===== config.mk =====
export PLATFORM = sky130hd
export DESIGN_NAME = mips_boot_loader
export DESIGN_NICKNAME = d
export VERILOG_FILES = /design/src/rtl/mips_boot_loader.sv
export SDC_FILE = /design/constraint.sdc
export NUM_CORES = 1
export LEC_CHECK = 0
export BUFFER_PORTS_ARGS = -buffer_cell sky130_fd_sc_hd__buf_2
export CAP_MARGIN = 20
export CELL_PAD_IN_SITES_DETAIL_PLACEMENT = 0
export CELL_PAD_IN_SITES_GLOBAL_PLACEMENT = 1
export CORE_ASPECT_RATIO = 1.2
export CORE_MARGIN = 1.5
export CORE_UTILIZATION = 39
export DETAILED_ROUTE_END_ITERATION = 8
export PLACE_DENSITY_LB_ADDON = 0.1
export SLEW_MARGIN = 5
export SYNTH_ARGS = -nofsm -noshare
export SYNTH_HDL_FRONTEND = slang
export SYNTH_SLANG_ARGS = --single-unit

===== constraint.sdc =====
create_clock -name clk -period 2.18 [get_ports clk]
set_input_delay 0.545 -clock clk [delete_from_list [all_inputs] [get_ports clk]]
set_output_delay 0.545 -clock clk [all_outputs]
set_load 0.01 [all_outputs]

===== src/rtl/mips_boot_loader.sv =====
// Boot loader: receives a framed byte stream, writes big-endian words into
// instruction memory, and releases the processor reset after a valid checksum.
module mips_boot_loader #(
  parameter int unsigned PC_WIDTH   = 16,
  parameter int unsigned DATA_WIDTH = 32,
  parameter int unsigned MEM_SIZE   = 256
) (
  input  logic                  clk,
  input  logic                  rst_n,
  input  logic                  rx_valid,
  input  logic [7:0]            rx_data,
  output logic                  rx_ready,
  output logic                  mem_we,
  output logic [PC_WIDTH-1:0]   mem_addr,
  output logic [DATA_WIDTH-1:0] mem_wdata,
  output logic                  cpu_rst_n,
  output logic                  load_done,
  output logic                  load_error
);

  typedef enum logic [2:0] {
    HDR_HI,
    HDR_LO,
    PAYLOAD,
    CHECK,
    RUN,
    ERROR
  } state_t;

  localparam logic [15:0] MAX_WORDS = 16'(MEM_SIZE);

  state_t                state, state_next;
  logic [7:0]            n_hi;
  logic [15:0]           word_cnt;
  logic [1:0]            byte_cnt;
  logic [PC_WIDTH-1:0]   word_idx;
  logic [23:0]           word_sr;
  logic [7:0]            csum;
  logic                  accept;
  logic [15:0]           n_full;
  logic                  last_word;

  // Gated by rst_n directly so no byte is taken during the reset cycle.
  assign rx_ready = rst_n && ((state == HDR_HI) || (state == HDR_LO) ||
                              (state == PAYLOAD) || (state == CHECK));
  assign accept    = rx_valid && rx_ready;
  assign n_full    = {n_hi, rx_data};
  assign last_word = (word_idx == PC_WIDTH'(word_cnt - 16'd1));

  assign cpu_rst_n  = (state == RUN);
  assign load_done  = (state == RUN);
  assign load_error = (state == ERROR);

  always_comb begin
    state_next = state;
    case (state)
      HDR_HI:  if (accept) state_next = HDR_LO;
      HDR_LO: begin
        if (accept) begin
          if (n_full > MAX_WORDS)    state_next = ERROR;
          else if (n_full == 16'd0)  state_next = CHECK;
          else                       state_next = PAYLOAD;
        end
      end
      PAYLOAD: if (accept && (byte_cnt == 2'd3) && last_word) state_next = CHECK;
      CHECK:   if (accept) state_next = (rx_data == csum) ? RUN : ERROR;
      default: state_next = state;
    endcase
  end

  always_ff @(posedge clk) begin
    if (!rst_n) begin
      state     <= HDR_HI;
      n_hi      <= '0;
      word_cnt  <= '0;
      byte_cnt  <= '0;
      word_idx  <= '0;
      word_sr   <= '0;
      csum      <= '0;
      mem_we    <= 1'b0;
      mem_addr  <= '0;
      mem_wdata <= '0;
    end else begin
      state  <= state_next;
      mem_we <= 1'b0;
      if (accept) begin
        case (state)
          HDR_HI: n_hi <= rx_data;
          HDR_LO: begin
            word_cnt <= n_full;
            csum     <= '0;
            byte_cnt <= '0;
            word_idx <= '0;
          end
          PAYLOAD: begin
            csum     <= csum + rx_data;
            byte_cnt <= byte_cnt + 2'd1;
            word_sr  <= {word_sr[15:0], rx_data};
            if (byte_cnt == 2'd3) begin
              mem_we    <= 1'b1;
              mem_addr  <= {word_idx[PC_WIDTH-3:0], 2'b00};
              mem_wdata <= {word_sr, rx_data};
              word_idx  <= word_idx + PC_WIDTH'(1);
            end
          end
          default: ;
        endcase
      end
    end
  end

endmodule

; Word-level counts from Yosys, hierarchy flattened
; Index checks and enable logic that the tools add are counted.
[classes]
add_sub_neg = 4
magnitude_cmp = 1
mux = 13
n_reduce_logical = 19
eq_ne = 13
[op_table]
columns = op, n
row1 = $pmux 16 s2, 1
row2 = $add 16x1->16 const B, 1
row3 = $eq 16x16->1, 1
row4 = $gt 16x9->1 const B, 1
row5 = $logic_not 16->1, 1
row6 = $mux 16, 1
row7 = $pmux 8 s2, 1
row8 = $sub 16x1->16 const B, 1
row9 = $mux 3, 5
row10 = $pmux 3 s4, 1
row11 = $reduce_and 3->1, 3
row12 = $add 8x8->8, 1
row13 = $eq 8x8->1, 1
row14 = $reduce_and 2->1, 4
row15 = $eq 3x2->1 const B, 2
row16 = $eq 3x3->1 const B, 2
row17 = $ne 2x2->1 const B, 3
row18 = $reduce_and 5->1, 1
row19 = $logic_and 1x1->1, 4
row20 = $ne 2x1->1 const B, 2
row21 = $pmux 2 s2, 1
row22 = $reduce_bool 4->1, 1
row23 = $eq 3x1->1 const B, 1
row24 = $logic_not 3->1, 1
row25 = 5 further kinds, 9
[totals]
in_bits = 11
word_cells = 60
reg_bits = 124
output_inout_bits = 53

; Longest topological paths before layout
; Gate-level depths: netlist (run 1).
[logic_depth]
word_depth = 10
mapped_depth = 11

; Least setup slack after synthesis (run 1)
; No wires, ideal clock.
[synth_timing]
kind = reg2reg
startpoint = register word_cnt[0]
endpoint = register state[2]
stages_incl_launch_ff = 11
setup_ps = 70
t_arrival_ps = 2326
synth_period_minus_slack_ps = 2396
required_ps = 2110
path_slack_ps = -216
n_path_buf = 2
cell_sequence = dfxtp_1 -> inv_1 -> ha_1 -> buf_4 -> or4b_1 -> buf_2 -> o31a_1 -> o41a_1 -> nor4_1 -> a31oi_1 -> a21oi_1
[synth_between]
elab_chain_cells = 5
[synth_rtl]
columns = item, line
row1 = "start, declared", 34  ; logic [15:0] word_cnt;
row2 = "start signal, assigned", 90  ; word_cnt <= n_full;
row3 = $sub 16x1->16, 48  ; assign last_word = (word_idx == PC_WIDTH'(word_cnt - 16'd1));
row4 = $eq 16x16->1, 48
row5 = $logic_and 1x1->1, 65  ; PAYLOAD: if (accept && (byte_cnt == 2'd3) && last_word) state_next = CHECK;
row6 = $ne 2x1->1 (no source line), -
row7 = $reduce_and 5->1 (no source line), -
row8 = "end signal, assigned", 84  ; state <= state_next;
row9 = "end, declared", 32  ; state_t state, state_next;
; No other way between the ends.
; A chain may end at the register's enable or synchronous reset.

; Final worst setup path (run 1)
[layout_timing]
startpoint = register word_cnt[5]
endpoint = register state[2]
; Same word-level chain as after synthesis.

==> flow_summary.ini, run 1 <==
[timing]
setup_tns_ns = -0.3307
fmax_ghz = 0.4255
hold_viol_final = 0
min_period_over_period_pct = 107.8
rsz0062_at_grt = true
tightest_slew_ns = 0.8795
relSlewSlack_pct = 41.37
finalMaxSlewViolations = 0
fin_crit_ns = 2.350
finalWorstSetupSlack_ns = -0.1705
setup_violations = 2
finClkSkew_ns = 0.006682

[critical_path]
path_max_fanout = 4
slowest_delay_ns = 0.56
worst_ep_required_time_ns = 2.52
startpoint_type = flip-flop
rr_worst_depth = 8
worstPathCellList = or4_4, buf_4, o31a_1, o41a_1, nor4_2, buf_4, a31oi_4, a21oi_2
crit_slowest_cell = or4_4
end_kind = flip-flop
cp_data_arrival_time_ns = 2.69
critPathKind = reg -> reg
r2r-end = state[2]$_SDFFE_PN0P_
reg2reg_from = word_cnt[5]$_SDFFE_PN0P_
r2r_setup_slack_ns = -0.17
timing.critical_path.mode_cell = buf_4

[finish]
diodes = 0
layout.nets = 798
final_area_um2 = 7139
area_growth_syn_to_layout_pct = 25.99
post-route-util_pct = 49.95
drive_gt1_share_pct = 22.31

[global_routing]
grt_pass1_vias = 4818
track_usage_pct = 19.63
antenna_found_initial = 0
grt_pass1_wl_mm = 23.63
gr-total-overflow = 0
grt_max_degree = 109

[hold_path]
hold_path_end = mem_addr[14]$_SDFFE_PN0P_
hp-class = reg -> reg
hold_depth = 2
hp-start = mem_addr[14]$_SDFFE_PN0P_

[detailed_routing]
via_per_inst = 5.035
ant_nets = 0
postRouteWirelength_mm = 14.18
drc = 0
drt_iter0_markers = 134
drt_pass1_iterations = 4
vias = 4854
post_drt_wl_per_cell_um = 14.70

[cts]
path_clk_slew_ns = 0.06
cts_tree = done
cts_root_buf = clkbuf_16
insertion_delay_ns = 0.41
cts_buffer_depth = 2
cts-hold-fix-buffers = 0
cts_buffers = 17
cts_max_level = 4
clock-sinks = 124

[synth]
netlist_instances = 681
ys_seq_elements = 124
yosys.area.top_type_share_pct = 43.81
synth-seq-area-share_pct = 43.81
synth_area_leader_cell = dfxtp_1
synthTopCellsByArea = dfxtp_1 44%, nand2_1 13%, a21boi_0 12%
synth_edf_count = 0
yosys_warnings = 0
ys.flop_type = dfxtp_1
async_reset_ff_share_pct = 0
avgSynthCellArea_um2 = 8.321
syn_area_um2 = 5667
yosysUniqueCellTypes = 57

[floorplanning]
die_x_um = 113.0
floorplan.initialDensity_pct = 39.64
die_y_um = 135.0
rows = 48
core_um2 = 14290
top_level_ports = 64
design.die.area_um2 = 15260

[pwr]
pwr-share-comb_pct = 7.6
pwr-share-clk_pct = 50.7
seqPwrFrac_pct = 41.7
power_density_nw_per_um2 = 773.5
max-vdd-ir-drop_mv = 0.4419
p_int_mw = 4.236
p_leak_nw = 2.828
switching_share_pct = 23.30
power_switching_mw = 1.287

[placement]
place_area_um2 = 6470
port_buffers = 61
dp_hpwl_mm = 9.930
gp_congestion = 0.8295

[outcome]
status = finished with violations
failed_checks = setup timing

[run]
maxCapViolCount = 0
[cell usage after synthesis, types with 3 or more instances]
| master | instances |
|---|---|
| clkbuf_1 | 34 |
| dfxtp_1 | 124 |
| o21a_1 | 3 |
| inv_1 | 9 |
| a21boi_0 | 88 |
| nor4_1 | 11 |
| nor3_1 | 8 |
| xor2_1 | 16 |
| nor2_1 | 28 |
| o21ai_0 | 7 |
| nor2b_1 | 20 |
| ha_1 | 10 |
| o21bai_1 | 4 |
| buf_4 | 5 |
| o211ai_1 | 4 |
| a21oi_1 | 12 |
| xnor2_1 | 20 |
| buf_1 | 6 |
| mux2i_1 | 8 |
| nand3b_1 | 3 |
| nand2_1 | 189 |
| nand3_1 | 9 |
| nand4_1 | 5 |
| a21o_1 | 3 |
| a31oi_1 | 3 |
| a22oi_1 | 8 |
| or3_1 | 5 |
[metal layers]
metal / GRT usage (%) / vias up / routed length [um]
li1: - / 2489 / -
met1: 23.44 / 2290 / 6311
met2: 33.91 / 56 / 7179
met3: 4.533 / 19 / 346
met4: 8.194 / 0 / 337
met5: 0 / - / 0
[final cells by class]
| type | count | area, um2 |
|---|---|---|
| fill | 1430 | 7154 |
| multi-input combinational | 501 | 3038 |
| sequential | 124 | 2487 |
| timing repair buffer | 122 | 763.2 |
| clock buffer | 20 | 456.7 |
| tap | 175 | 219.0 |
| clock inverter | 12 | 137.6 |
| inverter | 10 | 37.54 |
[power groups by stage]
stage	Sequential (mW)	Clock, mW	Combinational [mW]
after floorplan	2.35	0	0.252
after global placement	2.35	0	0.393
after detailed placement	2.35	0	0.398
after CTS	2.30	2.87	0.413
after global routing	2.30	2.99	0.461
final	2.30	2.80	0.419
[sequential cells by signal (all words and copies together), names as in the netlist]
signal / cells
word_cnt: 16
csum: 8
n_hi: 8
state: 3
byte_cnt: 2
word_sr: 24
word_idx: 16
mem_wdata: 32
mem_addr: 14
mem_we: 1
[cells by family after synthesis]
logic type	synth area share, %
multiplexers	1.413
AND/OR/NAND/NOR	23.43
other	0.06618
XOR/XNOR	5.564
adder cells (fa/ha/maj)	2.561
AO/OA/AOI/OAI	19.01
buffers and inverters	4.151
flip-flops	43.81
[worst max path at each step]
stage	start	endpoint	slack (ns)
after floorplan	word_cnt[0]$_SDFFE_PN0P_	state[2]$_SDFFE_PN0P_	-0.05
after global placement	rx_valid	state[2]$_SDFFE_PN0P_	-0.23
after detailed placement	rst_n	state[0]$_SDFFE_PN0P_	-0.28
after CTS	word_cnt[1]$_SDFFE_PN0P_	state[2]$_SDFFE_PN0P_	-0.18
after global routing	word_cnt[5]$_SDFFE_PN0P_	state[2]$_SDFFE_PN0P_	-0.21
final	word_cnt[5]$_SDFFE_PN0P_	state[2]$_SDFFE_PN0P_	-0.17
[worst max-delay path, delay by kind of cell (launching register included)]
family | cells | cell delay (ns)
compound gates | 4 | 0.81
simple gates | 2 | 0.78
buf+inv | 2 | 0.35
flops | 1 | 0.33
[stage by stage]
step                hold slack, ns  instances  power (mW)  setup slack, ns
floorplan                   0.4412        682       2.603         -0.04715
global placement            0.4527        931       2.744          -0.2315
detailed placement          0.4580        931       2.749          -0.2780
CTS                         0.4663        964       5.586          -0.1814
global route                0.4846        964       5.750          -0.2138
finish                      0.4596        964       5.523          -0.1705
[cells in the final DEF, fill, tap and decap left out, types with 3 or more instances in the layout]
cell type and count:
xnor2_1 20, ha_1 9, buf_2 61, nand2_1 189, o21ai_0 7, a21boi_0 88
nor3_1 8, a21oi_1 10, nor4_1 8, buf_4 61, mux2i_1 8, clkinv_4 4
nand3b_1 3, nor2_1 28, clkbuf_16 17, a22oi_1 8, xor2_1 16, nand3_1 9
inv_1 7, or3_1 5, a21o_1 3, o211ai_1 4, nand4_1 5, o21bai_1 4
dfxtp_2 4, o21a_1 3, nor2b_1 20, dfxtp_1 120
[what timing repair did]
| item | CTS | global route |
|---|---|---|
| gates resized for setup | 6 | 6 |
| pin swaps | 2 | 4 |
| setup endpoints to repair | 2 | 7 |
| setup buffers | 1 | 0 |
| cloned | 0 | 0 |
| endpoints found under the hold margin | 0 | 0 |
Note: power is estimated with default switching activity, not from simulation.
==> inputs of run 2 (changes only) <==
- CAP_MARGIN: 20 -> 40
- CORE_ASPECT_RATIO: 1.2 -> 1.75
==> run 2 against run 1 <==
  * The run still ends with setup timing left
  * Combinational power about the same
  * Non-clock buffer count did not move
  * Register-to-register slack better by 0.09 ns
  * Final cell count grew 0.52%
  * Total power is 3.9% lower
  * Sequential power about the same
  * Largest cell class unchanged
  * Highest routed layer unchanged
==> flow_summary.ini, run 2 (synthesis gave the netlist of run 1 again) <==
[finish]
regArea_um2 = 2486
drive_gt1_share_pct = 22.56
layout.nets = 798
regMostFlops = mem_wdata
multi_input_area_um2 = 3028
mostFrequentLayoutCells = 189 x nand2_1, 121 x dfxtp_1, 88 x a21boi_0, 61 x buf_2, 60 x buf_4
area_growth_syn_to_layout_pct = 25.02
largest_register_ffs = 32
diodes = 0
post-route-util_pct = 49.55
top_regs = mem_wdata x32, word_sr x24
final_common_cell = nand2_1
fillCellCount = 1426
final_area_um2 = 7084
instances_no_fill = 969

[placement]
dp_hpwl_mm = 10.79
port_buffers = 61
post-place-cells = 934
pre_cts_ws_ns = -0.1955
gp_congestion = 0.8089
place_area_um2 = 6461

[cts]
cts_root_buf = clkbuf_16
path_clk_slew_ns = 0.06
cts_max_level = 4
clock-sinks = 124
cts_buffer_depth = 2
cts-hold-fix-buffers = 0
cts_tree = done
insertion_delay_ns = 0.42
cts_buffers = 17

[detailed_routing]
post_drt_wl_per_cell_um = 15.69
drc = 0
via_per_inst = 5.083
drt_iter0_markers = 182
ant_nets = 0
drt_pass1_iterations = 4
postRouteWirelength_mm = 15.20
vias = 4925

[timing]
rsz0062_at_grt = true
relSlewSlack_pct = 52.31
holdWs_ns = 0.4592
fmax_ghz = 0.4420
setup_tns_ns = -0.1588
min_period_over_period_pct = 103.8
tightest_slew_ns = 0.7153
fin_crit_ns = 2.262
finalWorstSetupSlack_ns = -0.08219
hold_viol_final = 0
finClkSkew_ns = 0.007794
finalMaxSlewViolations = 0
setup_violations = 2

[pwr]
pwr-share-clk_pct = 48.8
power_switching_mw = 1.359
switching_share_pct = 25.62
seqPwrFrac_pct = 43.4
power_density_nw_per_um2 = 749.0
power_mw = 5.306
p_int_mw = 3.947
max-vdd-ir-drop_mv = 0.4982
p_leak_nw = 2.800
pwr-share-comb_pct = 7.9

[critical_path]
end_kind = flip-flop
cp_data_arrival_time_ns = 2.61
worst_ep_required_time_ns = 2.53
path_max_fanout = 6
critPathKind = reg -> reg
cpLargestDelayFamily = compound AO/OA/AOI/OAI gates
slowest_delay_ns = 0.52
worstPathCellList = inv_2, ha_4, or4b_4, o21a_1, a311oi_2, o21bai_1, a221oi_2, a31oi_2, o21ai_1
critPathBufInv = 1
crit_slowest_cell = or4b_4
startpoint_type = flip-flop

[floorplanning]
die_x_um = 94.12
design.die.area_um2 = 15290
rows = 58
die_y_um = 162.5
top_level_ports = 64
floorplan.initialDensity_pct = 39.64
core_um2 = 14300

[global_routing]
met2_usage_pct = 38.87
gr-total-overflow = 0
track_usage_pct = 20.96
grt_pass1_wl_mm = 24.83
busiest_layer = met2
met3_usage_pct = 4.202
grt_max_degree = 87
met1_usage_pct = 22.92
antenna_found_initial = 0
grt_pass1_vias = 4955

[hold_path]
hp-class = reg -> reg

[outcome]
status = finished with violations
failed_checks = setup timing

[run]
maxCapViolCount = 0
## run 2: changes by cell type in the layout (fill, tap and decap cells not counted), moves of 2 or more
| cell | change |
|---|---|
| bufinv_16 | -2 |
| inv_6 | +3 |
| clkbuf_8 | -2 |
| clkinvlp_4 | +3 |
| nor4_2 | +2 |
| clkinv_4 | -3 |
## run 2: what timing repair did
action / 4_1_cts / 5_1_grt
resized for setup: 7 / 6
setup endpoints to repair: 2 / 5
pin swaps: 7 / 8
setup buffers: 2 / 1
## run 2: tightest hold or removal path, cell delays in order, from the launching register on
cell	delay, ns
dfxtp_1	0.31
nand2_1	0.04
a21boi_0	0.06
## run 2: path summary, 6_finish.rpt
check                            startpoint                   endpoint  slack (ns)  depth (start not counted)
setup reg to reg   word_cnt[0]$_SDFFE_PN0P_      state[0]$_SDFFE_PN0P_       -0.08                          9
hold / removal    mem_addr[15]$_SDFFE_PN0P_  mem_addr[15]$_SDFFE_PN0P_        0.46                          2
hold reg to reg   mem_addr[15]$_SDFFE_PN0P_  mem_addr[15]$_SDFFE_PN0P_        0.46                          2
setup / recovery   word_cnt[0]$_SDFFE_PN0P_      state[0]$_SDFFE_PN0P_       -0.08                          9
## run 2: cell type report
| cell class | count | area share [%] |
|---|---|---|
| Timing Repair Buffer | 122 | 10.83 |
| Clock buffer | 18 | 6.058 |
| Multi-Input combinational cell | 501 | 42.74 |
| Inverter | 10 | 0.5298 |
| Tap cell | 180 | 3.179 |
| Clock inverter | 14 | 1.572 |
| Sequential cell | 124 | 35.09 |
## run 2: power by group through the flow
stage | clock (mW) | combinational (mW) | sequential (mW)
6_report | 2.59 | 0.417 | 2.30
5_1_grt | 2.76 | 0.454 | 2.30
4_1_cts | 2.65 | 0.408 | 2.30
3_5_place_dp | 0 | 0.389 | 2.35
3_3_place_gp | 0 | 0.383 | 2.35
2_1_floorplan | 0 | 0.252 | 2.35
## run 2: layer usage
layer / vias up / wire, um
li1: 2481 / -
met1: 2358 / 6370
met2: 62 / 8175
met3: 24 / 331
met4: 0 / 325
met5: - / 0
